===== src/rtl/psram_sched_pkg.sv =====
// Shared types and constants for the PSRAM access scheduler.
package psram_sched_pkg;

    // Scheduler states
    typedef enum logic [1:0] {
        IDLE   = 2'd0,
        WR_RUN = 2'd1,
        RD_RUN = 2'd2,
        GAP    = 2'd3
    } sched_state_e;

    // Operator command encoding: {is_read, is_burst}
    localparam logic [1:0] CMD_SINGLE_WR = 2'b00;
    localparam logic [1:0] CMD_BURST_WR  = 2'b01;
    localparam logic [1:0] CMD_SINGLE_RD = 2'b10;
    localparam logic [1:0] CMD_BURST_RD  = 2'b11;

    // Default configuration
    localparam int unsigned DEF_GAP_CYCLES     = 8;
    localparam int unsigned DEF_TIMEOUT_CYCLES = 65535;
    localparam int unsigned DEF_CNT_W          = 16;

    // Watchdog width covers the largest legal timeout (2^20-1)
    localparam int unsigned WD_W = 20;

    // Build the operator command from direction and burst mode
    function automatic logic [1:0] op_cmd(input logic is_rd, input logic burst);
        return {is_rd, burst};
    endfunction

endpackage


===== src/rtl/psram_sched_watchdog.sv =====
// Loadable up-counter with clear, enable and terminal-count flag.
// Shared between the RUN-state timeout and the GAP countdown.
module psram_sched_watchdog
    import psram_sched_pkg::*;
#(
    parameter int unsigned W = WD_W
) (
    input  logic         iClk,
    input  logic         iRst_N,
    input  logic         clr_i,
    input  logic         load_i,
    input  logic [W-1:0] load_val_i,
    input  logic         en_i,
    input  logic [W-1:0] term_i,
    output logic         tc_o
);

    logic [W-1:0] cnt_q;
    logic [W-1:0] cnt_d;

    // Next count: clear beats load beats increment
    always_comb begin
        cnt_d = cnt_q;
        if (clr_i) begin
            cnt_d = '0;
        end else if (load_i) begin
            cnt_d = load_val_i;
        end else if (en_i) begin
            cnt_d = cnt_q + W'(1);
        end
    end

    // Count register
    always_ff @(posedge iClk or negedge iRst_N) begin
        if (!iRst_N) begin
            cnt_q <= '0;
        end else begin
            cnt_q <= cnt_d;
        end
    end

    assign tc_o = (cnt_q == term_i);

endmodule


===== src/rtl/psram_access_scheduler.sv =====
// Shares the octal PSRAM operator between the camera write path and the
// UART upload path: arbitration, command drive, done/ack handling, CE
// recovery gap and a hung-operation watchdog.
// Build option: define PSRAM_SCHED_WR_PRIORITY_EN for strict write priority;
// default build uses round-robin between the two requesters.
module psram_access_scheduler
    import psram_sched_pkg::*;
#(
    parameter int unsigned GAP_CYCLES     = DEF_GAP_CYCLES,
    parameter int unsigned TIMEOUT_CYCLES = DEF_TIMEOUT_CYCLES,
    parameter int unsigned CNT_W          = DEF_CNT_W
) (
    input  logic             iClk,
    input  logic             iRst_N,
    input  logic             iWrReq,
    input  logic             iRdReq,
    input  logic             iBurst,
    input  logic             iErrClr,
    output logic             oOpEn,
    output logic [1:0]       oOpCmd,
    input  logic             iWrFrameDone,
    input  logic             iRdFrameDone,
    output logic             oWrAck,
    output logic             oRdAck,
    output logic             oBusy,
    output logic             oTimeout,
    output logic [CNT_W-1:0] oWrFrameCnt,
    output logic [CNT_W-1:0] oRdFrameCnt
);

    localparam logic [WD_W-1:0] GAP_TERM = WD_W'(GAP_CYCLES);
    localparam logic [WD_W-1:0] TMO_TERM = WD_W'(TIMEOUT_CYCLES);

    sched_state_e     state_q;
    logic             op_en_q;
    logic [1:0]       op_cmd_q;
    logic             wr_ack_q;
    logic             rd_ack_q;
    logic             busy_q;
    logic             timeout_q;
    logic [CNT_W-1:0] wr_cnt_q;
    logic [CNT_W-1:0] rd_cnt_q;

    logic             any_req;
    logic             grant_rd;
    logic             in_run;
    logic             done_hit;
    logic             run_end;
    logic             wd_clr;
    logic             wd_load;
    logic             wd_en;
    logic             wd_tc;
    logic [WD_W-1:0]  wd_term;

    assign any_req = iWrReq | iRdReq;

`ifdef PSRAM_SCHED_WR_PRIORITY_EN
    // Camera writes always win; a read is granted only when no write waits
    assign grant_rd = ~iWrReq;
`else
    logic last_rd_q;
    // Round-robin: on contention serve whoever was not served last
    assign grant_rd = iRdReq & (~iWrReq | ~last_rd_q);
`endif

    // Only the done pulse matching the running direction counts
    assign in_run   = (state_q == WR_RUN) || (state_q == RD_RUN);
    assign done_hit = ((state_q == WR_RUN) && iWrFrameDone) ||
                      ((state_q == RD_RUN) && iRdFrameDone);
    assign run_end  = in_run && (done_hit || wd_tc);

    // Watchdog restarts at 0 on RUN entry, and at 1 on GAP entry so that
    // reaching GAP_CYCLES marks the last gap cycle
    assign wd_clr  = (state_q == IDLE) && any_req;
    assign wd_load = run_end;
    assign wd_en   = (state_q != IDLE);
    assign wd_term = (state_q == GAP) ? GAP_TERM : TMO_TERM;

    psram_sched_watchdog #(
        .W(WD_W)
    ) u_watchdog (
        .iClk      (iClk),
        .iRst_N    (iRst_N),
        .clr_i     (wd_clr),
        .load_i    (wd_load),
        .load_val_i(WD_W'(1)),
        .en_i      (wd_en),
        .term_i    (wd_term),
        .tc_o      (wd_tc)
    );

    // Scheduler FSM with all outputs registered
    always_ff @(posedge iClk or negedge iRst_N) begin
        if (!iRst_N) begin
            state_q   <= IDLE;
            op_en_q   <= 1'b0;
            op_cmd_q  <= CMD_SINGLE_WR;
            wr_ack_q  <= 1'b0;
            rd_ack_q  <= 1'b0;
            busy_q    <= 1'b0;
            timeout_q <= 1'b0;
            wr_cnt_q  <= '0;
            rd_cnt_q  <= '0;
`ifndef PSRAM_SCHED_WR_PRIORITY_EN
            last_rd_q <= 1'b1;
`endif
        end else begin
            wr_ack_q <= 1'b0;
            rd_ack_q <= 1'b0;
            // A timeout set further down overrides this clear
            if (iErrClr) begin
                timeout_q <= 1'b0;
            end
            case (state_q)
                IDLE: begin
                    if (any_req) begin
                        state_q  <= grant_rd ? RD_RUN : WR_RUN;
                        op_en_q  <= 1'b1;
                        op_cmd_q <= op_cmd(grant_rd, iBurst);
                        busy_q   <= 1'b1;
`ifndef PSRAM_SCHED_WR_PRIORITY_EN
                        last_rd_q <= grant_rd;
`endif
                    end
                end
                WR_RUN, RD_RUN: begin
                    if (run_end) begin
                        state_q  <= GAP;
                        op_en_q  <= 1'b0;
                        op_cmd_q <= CMD_SINGLE_WR;
                        // Done beats a coincident timeout
                        if (done_hit) begin
                            if (state_q == WR_RUN) begin
                                wr_ack_q <= 1'b1;
                                wr_cnt_q <= wr_cnt_q + CNT_W'(1);
                            end else begin
                                rd_ack_q <= 1'b1;
                                rd_cnt_q <= rd_cnt_q + CNT_W'(1);
                            end
                        end else begin
                            timeout_q <= 1'b1;
                        end
                    end
                end
                GAP: begin
                    if (wd_tc) begin
                        state_q <= IDLE;
                        busy_q  <= 1'b0;
                    end
                end
                default: begin
                    state_q <= IDLE;
                end
            endcase
        end
    end

    assign oOpEn       = op_en_q;
    assign oOpCmd      = op_cmd_q;
    assign oWrAck      = wr_ack_q;
    assign oRdAck      = rd_ack_q;
    assign oBusy       = busy_q;
    assign oTimeout    = timeout_q;
    assign oWrFrameCnt = wr_cnt_q;
    assign oRdFrameCnt = rd_cnt_q;

endmodule

===== config.mk =====
export PLATFORM = sky130hd
export DESIGN_NAME = psram_access_scheduler
export DESIGN_NICKNAME = d
export VERILOG_FILES = /design/src/rtl/psram_sched_pkg.sv /design/src/rtl/psram_sched_watchdog.sv /design/src/rtl/psram_access_scheduler.sv
export SDC_FILE = /design/constraint.sdc
export NUM_CORES = 1
export LEC_CHECK = 0
export CAP_MARGIN = 40
export CORE_ASPECT_RATIO = 0.6
export CORE_MARGIN = 2
export CORE_UTILIZATION = 55
export DETAILED_ROUTE_END_ITERATION = 10
export HOLD_SLACK_MARGIN = 0.1
export MAX_ROUTING_LAYER = met4
export PLACE_DENSITY = 0.92
export RECOVER_POWER = 50
export SKIP_LAST_GASP = 1
export SLEW_MARGIN = 20
export SYNTH_ARGS = -nofsm -noshare
export SYNTH_HDL_FRONTEND = slang
export SYNTH_HIERARCHICAL = 1
export SYNTH_SLANG_ARGS = --single-unit

===== constraint.sdc =====
create_clock -name iClk -period 9.2 [get_ports iClk]
set_input_delay 2.76 -clock iClk [delete_from_list [all_inputs] [get_ports iClk]]
set_output_delay 2.76 -clock iClk [all_outputs]
set_load 0.02 [all_outputs]

=== Word level (Yosys, flattened, before mapping) ===
Cells that the tools add are included.

* Bits in registers: 62
* Input port bits: 8
* Word-level logic and storage cells: 75
* Output and inout port bits: 39

* Bitwise logic cells: 6
* Eq/ne operators: 7
* Mux-type cells: 29
* Reduce and logical (&&, ||, !) cells: 19
* Add/sub/neg operators: 3

{| class="wikitable"
|+ Operator list
! cell !! count
|-
| $mux W20 || 3
|-
| $add A16 B1 Y16 const B || 2
|-
| $add A20 B1 Y20 const B || 1
|-
| $eq A20 B16 Y1 || 1
|-
| $mux W16 || 1
|-
| $mux W1 || 15
|-
| $mux W2 || 6
|-
| $reduce_and A3 Y1 || 3
|-
| $reduce_and A4 Y1 || 2
|-
| $ne A2 B2 Y1 const B || 3
|-
| $pmux W2 S3 || 1
|-
| $reduce_bool A2 Y1 || 3
|-
| $eq A2 B2 Y1 const B || 2
|-
| $logic_and A1 B1 Y1 || 4
|-
| $pmux W1 S2 || 2
|-
| $pmux W2 S2 || 1
|-
| $logic_or A1 B1 Y1 || 3
|-
| $not A1 Y1 || 3
|-
| $reduce_bool A3 Y1 || 1
|-
| $eq A2 B1 Y1 const B || 1
|-
| $logic_not A2 Y1 || 1
|-
| $or A1 B1 Y1 || 2
|-
| $reduce_and A2 Y1 || 1
|-
| $reduce_or A2 Y1 || 1
|-
| $and A1 B1 Y1 || 1
|}

=== Longest topological paths before layout ===
Gate-level depths: netlist (run 1).

* Depth in word-level cells: 7
* Depth in mapped cells: 13
* Mapped depth without buffers: 12

=== Hierarchy ===
Netlist (run 1), hierarchy kept.

{| class="wikitable"
|+ By module, submodules not included
! module !! cells an instance !! sequential area each (µm²) !! area an instance (µm²) !! instances
|-
| psram_access_scheduler || 184 || 1052.3 || 2018.2 || 1
|-
| psram_sched_watchdog || 185 || 500.5 || 1544.0 || 1
|}

=== Worst setup path after synthesis (run 1) ===
No wires, ideal clock.

* Path type: input -> register
* Start: input iWrFrameDone
* End: register u_watchdog.cnt_q[19]
* Library setup time: 67 ps
* Required time: 9133 ps
* Arrival time: 4545 ps
* Setup slack: 4587 ps
* Buffers on the path: 1
* Stages on the path: 8
* Path through: a22oi_2 nor2b_1 nor2b_1 clkbuf_1 nor2_1 or4b_2 mux2i_1 a311o_1

* Cells in the longest elaborated chain, start to end: 6
* Elaborated cells on any way between the ends: 7
* Classes of those cells: 2 x mux; 5 x reduce/logical

{| class="wikitable"
|+ Ends and longest elaborated chain
! what !! line !! text
|-
| from (decl) || psram_access_scheduler.sv:21 || <nowiki>input logic iWrFrameDone,</nowiki>
|-
| $logic_and A1 B1 Y1 * || psram_access_scheduler.sv:68 || <nowiki>assign done_hit = ((state_q == WR_RUN) && iWrFrameDone) ||</nowiki>
|-
| $logic_or A1 B1 Y1 * || psram_access_scheduler.sv:68 ||
|-
| $logic_or A1 B1 Y1 * || psram_access_scheduler.sv:70 || <nowiki>assign run_end = in_run && (done_hit || wd_tc);</nowiki>
|-
| $logic_and A1 B1 Y1 * || psram_access_scheduler.sv:70 ||
|-
| net run_end || psram_access_scheduler.sv:48 || <nowiki>logic run_end;</nowiki>
|-
| $mux W20 || psram_sched_watchdog.sv:26 || <nowiki>end else if (load_i) begin</nowiki>
|-
| $mux W20 || psram_sched_watchdog.sv:24 || <nowiki>if (clr_i) begin</nowiki>
|-
| to (signal assigned) || psram_sched_watchdog.sv:38 || <nowiki>cnt_q <= cnt_d;</nowiki>
|-
| to (decl) || psram_sched_watchdog.sv:18 || <nowiki>logic [W-1:0] cnt_q;</nowiki>
|}

Mark *: on every way through the listed nets, which the timed path passes. The rest lies on a longest branch.
A chain may end at the register's enable or synchronous reset.

=== Worst setup path after layout (run 1) ===
* Start: input iRdFrameDone
* End: register u_watchdog.cnt_q[19]

* Cells in the longest elaborated chain, start to end: 6
* Elaborated cells on any way between the ends: 7
* Classes of those cells: 2 x mux; 5 x reduce/logical

{| class="wikitable"
|+ Ends and longest elaborated chain
! what !! line !! text
|-
| from (decl) || psram_access_scheduler.sv:22 || <nowiki>input logic iRdFrameDone,</nowiki>
|-
| $logic_and A1 B1 Y1 * || psram_access_scheduler.sv:69 || <nowiki>((state_q == RD_RUN) && iRdFrameDone);</nowiki>
|-
| $logic_or A1 B1 Y1 * || psram_access_scheduler.sv:68 ||
|-
| $logic_or A1 B1 Y1 * || psram_access_scheduler.sv:70 ||
|-
| $logic_and A1 B1 Y1 * || psram_access_scheduler.sv:70 ||
|-
| net run_end || psram_access_scheduler.sv:48 ||
|-
| $mux W20 || psram_sched_watchdog.sv:26 ||
|-
| $mux W20 || psram_sched_watchdog.sv:24 ||
|}

Marks and branches as above.

==> impl_metrics.json, run 1 <==
{
  "vias": 3003,
  "mappedNetlistArea_um2": 3560,
  "rrSetupSlack_ps": 4980,
  "synth_warnings": 6,
  "ys.flop_type": "dfrtp_1",
  "finalCritPeriodShare_pct": 58.7,
  "cts_buffer_depth": 2,
  "path_class": "primary input to flip-flop",
  "synth.avg_cell_area_um2": 9.65,
  "die_w_um": 108,
  "fin_crit_ps": 5400,
  "hold_path_class": "flip-flop to flip-flop",
  "dp_hpwl_um": 6020,
  "hold_viol": 0,
  "ctsResizeCount": 0,
  "gp_congestion": 0.887,
  "grt_antenna_before_repair": 0,
  "htree_levels": 3,
  "critPathLaunchType": "primary input",
  "cellPowerDensity_nw_per_um2": 283,
  "async_reset_ff_share_pct": 100,
  "finalSetupViolCount": 0,
  "synthDistinctLibCells": 47,
  "cap_violations": 2,
  "r2r_start": "state_q[0]$_DFFE_PN0P_",
  "tritoncts": "done",
  "peakVddDrop_mv": 0.159,
  "synth_largest_area_cell": "dfrtp_1",
  "grt_pass1_wl_um": 14800,
  "grt_usage_pct": 28.0,
  "layout-drive-gt1-share_pct": 5.86,
  "nets": 456,
  "required_ps": 9480,
  "cts_hold_repair.buffers": 0,
  "die_y_um": 66.3,
  "worstSetupEndpointType": "flip-flop",
  "cts_setup_buffers": 0,
  "reg2reg_to": "u_watchdog/cnt_q[17]$_DFFE_PN0P_",
  "worstHoldEndpoint": "oWrFrameCnt[15]$_DFFE_PN0P_",
  "syn_inst": 369,
  "final.fill_count": 443,
  "clkTransAtPathRegs_ps": 70,
  "worst_pin_slew_ps": 1750,
  "ys_seq_elements": 62,
  "synth_top_area_share_pct": 42.9,
  "ant_nets": 0,
  "hold_start": "oWrFrameCnt[15]$_DFFE_PN0P_",
  "drt_first_pass_iters": 5,
  "violations": "max-capacitance violations, max-slew violations",
  "status": "finished, violations left",
  "cts.sinks": 62,
  "p_leak_nw": 1.83,
  "area_growth_pct": 21.8,
  "die_area_um2": 7160,
  "synth_common_cells": "dfrtp_1 (61), xnor2_1 (40), nand2_1 (37), nand3_1 (24), nor2_1 (24)",
  "timing.setup.tns_ps": 0,
  "first_iter_violations": 298,
  "portBuffers": 46,
  "max_freq_mhz": 185,
  "grt_max_degree": 63,
  "wire_per_inst_um": 16.9,
  "synth_seq_area_share_pct": 43.6,
  "maxSlewHeadroom_pct": -16.4,
  "finalWirelength_um": 8930,
  "core.rowCount": 22,
  "antenna_cells": 0,
  "rsz0062_at_grt": "no",
  "root_buffer": "clkbuf_8",
  "cts_inserted_buffers": 9,
  "drc": 0,
  "insertion_delay_ps": 350,
  "skew_ps": 8.82,
  "synth_area_leaders": "dfrtp_1 (43%), xnor2_1 (9.8%), xor2_1 (5.2%)",
  "slew_violations": 65,
  "cp_data_arrival_time_ps": 5680,
  "num_io_pins": 47,
  "core_area_um2": 6190,
  "synth_edf_count": 0,
  "dp_slack_ps": 3730,
  "grt-ovfl-total": 0,
  "worst_r2r_path_depth": 13,
  "synth_most_common_cell": "dfrtp_1",
  "grt_pass1_vias": 3006,
  "whs_path_depth": 1,
  "via_per_inst": 5.69,
  "path_max_fanout": 18,
  "start_util_pct": 57.5,
  "setup_slack_ps": 3800,
  "finalPower_mw": 1.23
}
==> layout by cell type, fill, tap and decap left out, types with 7 or more instances in the layout <==
cell type / count
xor2_1: 21
mux2i_1: 7
nor2_1: 24
ha_1: 9
nor3_1: 10
conb_1: 25
xnor2_1: 40
a211oi_1: 7
clkbuf_8: 9
nand2_1: 37
clkdlybuf4s50_1: 43
nand3_1: 24
o21ai_0: 9
nor4_1: 12
nand4_1: 15
dfrtp_1: 61
a21oi_1: 14
inv_1: 17
==> registers in the layout, indices dropped and copies added, names as in the netlist, 2 cells and up <==
| name | count |
|---|---|
| u_watchdog/cnt_q | 20 |
| oRdFrameCnt | 16 |
| oWrFrameCnt | 16 |
| oOpCmd | 2 |
| state_q | 2 |
==> metrics by stage <==
stage          std cells  hold slack [ps]  util (%)  instance area (um2)
4_1_cts              527              483      70.7                 4380
5_1_grt              528              500      70.1                 4340
3_3_place_gp         511              460      67.3                 4170
6_report             528              486      70.1                 4340
2_1_floorplan        392              503         -                 3650
3_5_place_dp         511              471      67.3                 4170
==> power breakdown <==
part | leakage, nW | switching, mW | internal [mW] | total [mW]
logic | 0.916 | 0.305 | 0.216 | 0.521
registers | 0.809 | 0.105 | 0.340 | 0.445
clock network | 0.106 | 0.110 | 0.152 | 0.262
==> worst max-delay path by stage <==
stage | start | endpoint | slack, ps | cells after the start
global route | iRst_N | oOpEn$_DFFE_PN0P_ | 3370 | 3
detailed placement | iRdFrameDone | u_watchdog/cnt_q[17]$_DFFE_PN0P_ | 3730 | 9
CTS | iRdFrameDone | u_watchdog/cnt_q[17]$_DFFE_PN0P_ | 4090 | 9
global placement | iRdFrameDone | u_watchdog/cnt_q[17]$_DFFE_PN0P_ | 3830 | 9
floorplan | iWrFrameDone | u_watchdog/cnt_q[19]$_DFFE_PN0P_ | 4590 | 8
finish | iRdFrameDone | u_watchdog/cnt_q[19]$_DFFE_PN0P_ | 3800 | 9
==> metal layers <==
metal	GRT usage (%)	share of wire, %
met5	-	0
met3	7.00	6.6
met2	41.0	46
met1	37.7	45
met4	10.7	2.3
==> area by class of cell <==
type                    count  area (um2)  area share (%)
clock buffers              10         128            2.94
clock inverters             6        86.3            1.99
inverters                  18        67.6            1.56
multi-input cells         298        1930            44.4
flip-flops and latches     62        1550            35.8
well taps                  84         105            2.42
repair buffers             50         474            10.9
==> critical path: stages <==
cell and delay [ps]:
dlygate4sd3_1 570, a22oi_1 580, nor2b_1 280, nor2b_1 70, buf_4 200, nor2_1 230, or4b_2 610, mux2i_1 210
a311o_1 160
==> cell families (layout without fill, tap and decap cells) <==
family / Yosys count / in the layout / share of synthesized area [%]
and+or+nand+nor: 149 / 149 / 23.7
DFF: 62 / 62 / 43.6
xor gates and xnor gates: 61 / 61 / 15.0
AOI/OAI and AO/OA: 46 / 46 / 8.32
buffers and inverters: 32 / 84 / 3.72
adders and majority gates: 9 / 9 / 3.16
muxes: 8 / 8 / 2.28
other: 2 / 25 / 0.211
(Power assumes the default switching activity.)
==> run 2, diff against run 1 <==
- clock period: 9.2 -> 5.04 ns (I/O delays scaled with it)
==> run 2 against run 1 <==
Against the previous run: the run now ends clean; critical path depth did not move; hold slack better by 14 ps; cell area is 0.14% lower; clock power rose by 67%; global-route usage decreased by 0.64 points; clock skew increased by 4.3 ps; wire length is 4.0% lower.
==> impl_metrics.json, run 2 (synthesis gave the netlist of run 1 again) <==
{
  "final.fill_count": 460,
  "antenna_cells": 0,
  "via_per_inst": 5.71,
  "p_leak_nw": 1.83,
  "grt_max_degree": 27,
  "cellPowerDensity_nw_per_um2": 506,
  "multi_input_area_um2": 1930,
  "peakVddDrop_mv": 0.372,
  "dp_slack_ps": 909,
  "tritoncts": "done",
  "seqPwrFrac_pct": 36.8,
  "grt_pass1_wl_um": 14400,
  "cts_buffer_depth": 2,
  "combPwrFrac_pct": 43.3,
  "root_buffer": "clkbuf_8",
  "maxSlewHeadroom_pct": 20.2,
  "num_io_pins": 47,
  "skew_ps": 13.1,
  "hold_path_class": "flip-flop to flip-flop",
  "die_area_um2": 7160,
  "final_common_cell": "dfrtp_1",
  "critical_path.startpoint": "iRdFrameDone",
  "cts_inserted_buffers": 9,
  "dp_hpwl_um": 6160,
  "start_util_pct": 57.5,
  "p_sw_mw": 0.942,
  "clkTransAtPathRegs_ps": 70,
  "worst_pin_slew_ps": 1200,
  "max_freq_mhz": 243,
  "cp_data_arrival_time_ps": 4390,
  "worstSetupEndpointType": "flip-flop",
  "area_growth_pct": 21.6,
  "timing.setup.tns_ps": 0,
  "layout-drive-gt1-share_pct": 6.29,
  "insertion_delay_ps": 350,
  "die_y_um": 66.3,
  "cts.sinks": 62,
  "drt_first_pass_iters": 5,
  "required_ps": 5310,
  "most-common-layout-cells": "dfrtp_1 (61), clkdlybuf4s50_1 (43), xnor2_1 (40), nand2_1 (37), conb_1 (25)",
  "cts_hold_repair.buffers": 0,
  "seq_area_um2": 1550,
  "path_class": "primary input to flip-flop",
  "wire_per_inst_um": 16.2,
  "setup_slack_ps": 926,
  "rsz0062_at_grt": "no",
  "status": "completed",
  "ctsResizeCount": 0,
  "grt_antenna_before_repair": 0,
  "grt-ovfl-total": 0,
  "p_clk_share_pct": 19.9,
  "portBuffers": 46,
  "cap_violations": 0,
  "gp_congestion": 0.943,
  "grt_pass1_vias": 2865,
  "finalCritPeriodShare_pct": 81.6,
  "p_int_mw": 1.25,
  "fin_crit_ps": 4110,
  "slew_violations": 0,
  "hold_start": "oRdFrameCnt[15]$_DFFE_PN0P_",
  "finalWirelength_um": 8570,
  "top_register": "u_watchdog/cnt_q",
  "drc": 0,
  "first_iter_violations": 242,
  "core.rowCount": 22,
  "path_max_fanout": 18,
  "core_area_um2": 6190,
  "vias": 3021,
  "placed_cells": 513,
  "power_switching_share_pct": 43.0,
  "critPathLaunchType": "primary input",
  "fin_cells": 529,
  "nets": 457,
  "largest_reg_flops": 20,
  "cts_setup_buffers": 0,
  "finalSetupViolCount": 0,
  "r2r_start": "state_q[0]$_DFFE_PN0P_",
  "rrSetupSlack_ps": 1380,
  "grt_usage_pct": 27.3,
  "die_w_um": 108,
  "htree_levels": 3,
  "ant_nets": 0,
  "hold_viol": 0
}
run 2: cell type report:
cell class	count	share of cell area, %
clock buffers	9	2.86
clock inverters	7	1.70
inverters	18	1.56
multi-input cells	298	44.4
flip-flops and latches	62	35.8
well taps	84	2.43
repair buffers	51	11.2
run 2: power groups by stage:
stage	logic, mW	registers, mW	clock network, mW
floorplan	0.701	0.781	0
global placement	0.897	0.796	0
detailed placement	0.954	0.808	0
CTS	0.960	0.800	0.444
global route	1.05	0.824	0.467
finish	0.949	0.806	0.437
run 2: critical path, stage by stage:
cell,delay [ps]
dlygate4sd3_1,590
a22oi_1,570
nor2b_1,290
nor2b_1,70
buf_4,200
nor2_1,230
or4b_2,620
mux2i_1,150
a311o_1,150
run 2: layer usage:
metal,vias to the layer above,track usage [%],wire (um)
met5,-,-,0
met4,0,8.49,121
met3,14,6.60,616
met2,140,38.9,3870
met1,1457,38.7,3970
li1,1410,-,-
run 2: per-stage QoR:
stage	area, um2	total power [mW]	hold slack, ps	utilization (%)
3_3_place_gp	4170	1.69	461	67.4
2_1_floorplan	3650	1.48	503	-
4_1_cts	4400	2.20	499	71.0
5_1_grt	4330	2.34	513	70.0
3_5_place_dp	4200	1.76	484	67.8
6_report	4330	2.19	500	70.0
run 2: final timing paths:
path	end	depth (start not counted)
max reg2reg	u_watchdog/cnt_q[17]$_DFFE_PN0P_	14
min reg2reg	oRdFrameCnt[15]$_DFFE_PN0P_	1
min in group asynchronous	u_watchdog/cnt_q[4]$_DFFE_PN0P_	1
max in group asynchronous	u_watchdog/cnt_q[2]$_DFFE_PN0P_	3
min	oRdFrameCnt[15]$_DFFE_PN0P_	1
max	u_watchdog/cnt_q[19]$_DFFE_PN0P_	9
